File: config.mk
export PLATFORM = sky130hd
export DESIGN_NAME = flipflop_state_bank
export DESIGN_NICKNAME = d
export VERILOG_FILES = /design/src/rtl/flipflop_state_bank.sv
export SDC_FILE = /design/constraint.sdc
export NUM_CORES = 1
export LEC_CHECK = 0
export BUFFER_PORTS_ARGS = -buffer_cell sky130_fd_sc_hd__buf_2
export CAP_MARGIN = 5
export CORE_MARGIN = 10
export CORE_UTILIZATION = 44
export CTS_CLUSTER_DIAMETER = 200
export DETAILED_ROUTE_END_ITERATION = 12
export PLACE_DENSITY = 0.78
export SLEW_MARGIN = 20
export SYNTH_ARGS = -nofsm -noshare
export SYNTH_HDL_FRONTEND = slang
export SYNTH_SLANG_ARGS = --single-unit
File: constraint.sdc
create_clock -name clk_i -period 6 [get_ports clk_i]
set_input_delay 0.3 -clock clk_i [delete_from_list [all_inputs] [get_ports clk_i]]
set_output_delay 0.3 -clock clk_i [all_outputs]
set_load 0.02 [all_outputs]
File: src/rtl/flipflop_state_bank.sv
// Registered state bank for hand-derived FSMs: D/SR/T/JK state update selected by mode_i,
// plus a cross-check of the D, SR and T excitations with a saturating disagreement counter.
module flipflop_state_bank #(
   parameter int unsigned         WIDTH       = 4,
   parameter logic [WIDTH-1:0]    RESET_STATE = '0
) (
   input  logic             clk_i,
   input  logic             rst_ni,
   input  logic             en_i,
   input  logic [1:0]       mode_i,
   input  logic [WIDTH-1:0] d_i,
   input  logic [WIDTH-1:0] s_i,
   input  logic [WIDTH-1:0] r_i,
   input  logic [WIDTH-1:0] t_i,
   input  logic             clr_err_i,
   output logic [WIDTH-1:0] q_o,
   output logic             changed_o,
   output logic             sr_conflict_o,
   output logic [WIDTH-1:0] mismatch_o,
   output logic [7:0]       err_count_o
);

   typedef enum logic [1:0] {
      ModeD  = 2'b00,
      ModeSr = 2'b01,
      ModeT  = 2'b10,
      ModeJk = 2'b11
   } mode_e;

   logic [WIDTH-1:0] q_q, q_d;
   logic [WIDTH-1:0] mismatch_q, mismatch_d;
   logic             changed_q, changed_d;
   logic             sr_conflict_q, sr_conflict_d;
   logic [7:0]       err_count_q, err_count_d;

   logic [WIDTH-1:0] sr_next, jk_next, t_next, q_next, mm_calc;

   // SR: set on 10, reset on 01, hold on 00 and on the illegal 11.
   assign sr_next = (s_i & ~r_i) | (q_q & (s_i | ~r_i));
   assign jk_next = (s_i & ~q_q) | (~r_i & q_q);
   assign t_next  = q_q ^ t_i;
   assign mm_calc = (sr_next ^ d_i) | (s_i & r_i) | (t_next ^ d_i);

   // The mux keeps unused excitations (possibly X) out of q.
   always_comb begin
      q_next = q_q;
      unique case (mode_e'(mode_i))
         ModeD:   q_next = d_i;
         ModeSr:  q_next = sr_next;
         ModeT:   q_next = t_next;
         ModeJk:  q_next = jk_next;
         default: q_next = q_q;
      endcase
   end

   always_comb begin
      q_d           = q_q;
      changed_d     = 1'b0;
      sr_conflict_d = 1'b0;
      mismatch_d    = '0;
      err_count_d   = err_count_q;
      if (en_i) begin
         q_d           = q_next;
         changed_d     = (q_next != q_q);
         sr_conflict_d = (mode_i == ModeSr) && (|(s_i & r_i));
         mismatch_d    = mm_calc;
         if ((|mm_calc) && (err_count_q != 8'hff)) begin
            err_count_d = err_count_q + 8'd1;
         end
      end
      if (clr_err_i) begin
         err_count_d = 8'd0;
      end
   end

   always_ff @(posedge clk_i or negedge rst_ni) begin
      if (!rst_ni) begin
         q_q           <= RESET_STATE;
         changed_q     <= 1'b0;
         sr_conflict_q <= 1'b0;
         mismatch_q    <= '0;
         err_count_q   <= 8'd0;
      end else begin
         q_q           <= q_d;
         changed_q     <= changed_d;
         sr_conflict_q <= sr_conflict_d;
         mismatch_q    <= mismatch_d;
         err_count_q   <= err_count_d;
      end
   end

   assign q_o           = q_q;
   assign changed_o     = changed_q;
   assign sr_conflict_o = sr_conflict_q;
   assign mismatch_o    = mismatch_q;
   assign err_count_o   = err_count_q;

endmodule

* Yosys cells after proc, flatten, opt, wreduce, memory -nomap -nowiden
Cells that the tools add are included.
Word-level totals: flip-flop bits (word level) 18, latch bits 0, bits in writable memories 0, ROM bits 0, input port bits 22, output and inout port bits 18, word-level logic and storage cells 41, memories kept 0
Operators by class: add/subtract/negate cells 1, multipliers 0, div/mod/pow operators 0, order comparisons 0, equality and inequality tests 5, shift operators 0, multiplexer cells 7, bitwise logic cells 15, reduce and logical (&&, ||, !) cells 8
Operator list (count):
- 8-bit 2-to-1 mux | 3
- 4-bit bitwise AND | 5
- 4-bit bitwise OR | 5
- 4-bit one-hot mux with 4 select lines | 1
- 4-bit XOR | 3
- 8-bit by 1-bit adder with 8-bit output, second input constant | 1
- 8-bit != test, second input constant | 1
- 4-bit NOT | 2
- 4-bit OR reduction | 2
- 2-bit equality test, second input constant | 2
- 4-bit 2-to-1 mux | 1
- 4-bit != test | 1
- 2-bit nonzero test | 2
- 2-bit by 1-bit equality test with 1-bit output, second input constant | 1
- 1-bit logical AND | 2
- 2-bit zero test | 1
- 1-bit 2-to-1 mux | 2
- 2-bit AND reduction | 1

* Depth between registers and ports, before layout
depth in word-level cells 12, mapped depth 7, depth with buffers taken out 6

* Worst setup path after synthesis
OpenSTA, ideal clock, no wires.
kind reg-to-reg, start register q_q[3] (netlist: q_o[3]), end register err_count_q[4] (netlist: err_count_o[4]), library setup time 0.127 ns, arrival time 2.005 ns, required time 5.873 ns, setup slack 3.868 ns, cell stages (with the launch flop) 8, buffers on the path 1, period minus slack after synthesis 2.132 ns, cell sequence dfrtp_1 > buf_6 > nor2b_4 > a2111o_1 > a222oi_1 > a21oi_2 > nand4_1 > mux2_1
On the way: cells in the longest elaborated chain, start to end 9, elaborated cells between the ends (all ways) 11, those cells by class 7 x bitwise; 4 x reduce/logical
RTL lines:
- start: declaration | RTL line 30 | logic [WIDTH-1:0] q_q, q_d;
- start signal: assignment | RTL line 84 | q_q <= q_d;
- 4-bit bitwise AND | RTL line 39 | assign sr_next = (s_i & ~r_i) | (q_q & (s_i | ~r_i));
- 4-bit bitwise OR | RTL line 39
- 4-bit XOR | RTL line 42 | assign mm_calc = (sr_next ^ d_i) | (s_i & r_i) | (t_next ^ d_i);
- 4-bit bitwise OR | RTL line 42
- 4-bit bitwise OR (*) | RTL line 42
- 4-bit OR reduction (*) | RTL line 67 | if ((|mm_calc) && (err_count_q != 8'hff)) begin
- 1-bit logical AND (*) | RTL line 67
- 2-bit nonzero test (no source line) (*)
- 2-bit AND reduction (no source line) (*)
- end signal: assignment | RTL line 88 | err_count_q <= err_count_d;
- end: declaration | RTL line 34 | logic [7:0] err_count_q, err_count_d;
Mark *: on every way between the ends. The rest lies on a longest branch, timed or not. A chain may end at the register's enable or synchronous reset.

* Worst setup path in the final report
start register q_q[3] (netlist: q_o[3]), end register err_count_q[5] (netlist: err_count_o[5])
The elaborated chain is that of the path after synthesis.

==> metrics.csv <==
metric;value;unit
post-route clock period utilization;0.382;
highest clock rate;0.436;GHz
result of the run;finished, final reports clean;
WP data arrival;2.48;ns
largest net degree at the start of global routing;19;
DPL Wire Length;2740;um
clock power share;0.236;
relative slew slack;0.687;
most common flop cell mapped by yosys;dfrtp_1;
vias per cell;5.76;
P_sw;0.116;mW
Layout Skew;0.0118;ns
RSZ-0062 raised after global routing;no;
Sequential Area;450;um^2
share of the synthesized area in the top cell type;0.339;
die area;5620;um^2
slowest cell on the critical path;dfrtp_1;
die width;75.0;um
Max-cap violations;0;
FP Rows;19;
Synth Area in Adders;0.00942;
Leak;0.773;nW
CTS max path bufs;2;
crit path kind;register to register;
dpl ws;3.74;ns
Post-Synthesis Cell Area;1330;um^2
Seq/Total Area, Yosys;0.339;
Critical Path Fanout Max;10;
CP Launch Type;register;
Final Max Slew Viols;0;
initial antenna violation count;0;
Post-Syn Instances;154;
Die H;75.0;um
Starting Density;0.470;
setup ws final;3.71;ns
Synth Area in Simple Gates;0.237;
RePlAce Congestion;0.865;
PwrDens;214;nW/um^2
final setup fails;0;
cell taking the most area after synthesis;dfrtp_1;
Yosys reg bits;18;
crit-path max cell delay;0.54;ns
Switching Share;0.349;
worst hold path type;input port to register;
Worst Tran Pin Value;0.470;ns
Root Buffer;clkbuf_4;
grt total ovfl;0;
share of layout cells above drive strength 1;0.279;
Post-synth ARST share;1.00;
Multi-input gate area;796;um^2
drt pass-1 iters;4;
Critical Path RT;6.18;ns
clock sinks;18;
Syn-to-layout area delta;16.9;%
DRC errors left;0;
CTS Buf Count;3;
nets@finish;214;
complex-gate fraction of the synthesized area;0.240;
number of global-route vias before repair;1234;
core area;2830;um^2
largest family of logic cells by synthesized area;compound AO/OA/AOI/OAI gates;
worst path cell trace;nand2_1, a2111o_1, a222oi_1, a21oi_2, nand4_1, mux2_1;
Post-synth EDFFs;0;
post-synthesis mux area share;0.0659;
YS warnings;0;
mean post-synth cell area;8.63;um^2
post-synth net total;177;
# IOs;40;
Area contributors post-synth;dfrtp_1, nor2_1, o21ai_0;
VDD IR-drop max;131;uV
min Tclk post-route;2.29;ns
CP endpoint kind;register;
Seq pwr share;0.442;
CTS tree;built;
combinational power share;0.322;
Worst-Skew Late Latency;0.30;ns
Routed WL per cell;16.1;um
number of DRC markers in iteration 0;65;
H-tree depth;1;
vias;1274;
Tot GR Track Use;0.131;
xor/xnor share of the synthesized area;0.0461;
final hold violations;0;
Routed Antenna Nets;0;
Cell variety after synth;47;
# diodes;0;
Int Pwr;0.216;mW
TNS Setup;0;ns
global-route wire length before repair;5820;um
Filler cells;271;
input/output buffers;39;
Clk pin slew, worst setup/hold paths;0.12;ns
Routed WL;3560;um
-- Yosys cell counts, drive strengths merged, types with 2 or more instances --
master  instances
a211oi          3
a21oi          11
a22oi           2
a31o            3
and2b           3
and3            8
and3b           3
buf             5
clkbuf          2
dfrtp          18
inv             7
mux2            6
mux2i           2
nand2           3
nand2b          3
nand3           2
nand4           4
nor2           21
nor2b           8
o21a            2
o21ai          14
xnor2           7
-- state kept, by name, summed over array words and instances, names as in the netlist --
register       flops
q_o                4
changed_o          1
err_count_o        8
mismatch_o         4
sr_conflict_o      1
-- placed cells by master, fill, tap and decap left out, types with 3 or more instances in the layout --
| cell | netlist | layout |
|---|---|---|
| buf_2 | 2 | 39 |
| nor2_1 | 21 | 21 |
| dfrtp_1 | 18 | 18 |
| o21ai_0 | 13 | 13 |
| a21oi_1 | 10 | 10 |
| inv_1 | 7 | 7 |
| nor2b_1 | 7 | 7 |
| and3_1 | 7 | 7 |
| xnor2_1 | 7 | 7 |
| nand4_1 | 4 | 4 |
| mux2_1 | 4 | 4 |
| and3b_1 | 3 | 3 |
| nand2_1 | 3 | 3 |
| a211oi_1 | 3 | 3 |
| nand2b_1 | 3 | 3 |
| a31o_2 | 3 | 3 |
| clkbuf_4 | 0 | 3 |
-- logic make-up after synthesis --
| family | Yosys count |
|---|---|
| compound gates | 48 |
| xor+xnor | 7 |
| fa+ha+maj | 1 |
| buf+inv | 15 |
| flops | 18 |
| mux | 8 |
| simple gates | 57 |
-- stage by stage --
stage | utilization | hold WS, ns | std cells | area, um^2 | total power [mW]
floorplan | - | 0.00441 | 154 | 1330 | 0.227
global placement | 0.533 | 0.254 | 216 | 1510 | 0.252
detailed placement | 0.533 | 0.260 | 216 | 1510 | 0.256
CTS | 0.549 | 0.301 | 221 | 1550 | 0.336
global route | 0.549 | 0.312 | 221 | 1550 | 0.353
finish | 0.549 | 0.319 | 221 | 1550 | 0.333
-- repair_timing --
item                      4_1_cts  5_1_grt
hold buffers                    1        0
buffers inserted                0        0
resized for setup               0        0
hold endpoints to repair       18        0
-- area by class of cell --
class	instances	share of cell area
clock buffers	4	0.0234
inverters	7	0.0169
multi-input cells	121	0.512
flip-flops and latches	18	0.290
well taps	31	0.0250
repair buffers	40	0.132
-- power by group through the flow --
stage	clock, mW	sequential (mW)	combinational, mW
floorplan	0	0.152	0.0743
global placement	0	0.148	0.104
detailed placement	0	0.149	0.107
CTS	0.0812	0.147	0.108
global route	0.0856	0.149	0.118
finish	0.0784	0.147	0.107
-- layer usage --
metal / part of all wire / global-route usage
met5: 0 / 0
met4: 0.018 / 0.0546
met1: 0.42 / 0.147
met2: 0.49 / 0.222
met3: 0.066 / 0.0420
-- worst max-delay path, delay by kind of cell, from the launching register on --
kind | cells | cell delay [ns]
simple gates | 2 | 0.30
flops | 1 | 0.54
compound gates | 3 | 1.01
mux | 1 | 0.33
-- path summary, 6_finish.rpt --
check	start	end	slack (ns)	depth (start not counted)
worst min register to register	err_count_o[1]	err_count_o[1]	0.61	2
min in group asynchronous	rst_ni	q_o[2]	0.45	2
max in group asynchronous	rst_ni	q_o[1]	5.25	2
worst min-delay path	mode_i[1]	sr_conflict_o	0.32	2
worst max-delay path	q_o[3]	err_count_o[5]	3.71	6
worst max register to register	q_o[3]	err_count_o[5]	3.71	6
Power figures use the tool's default switching activity.
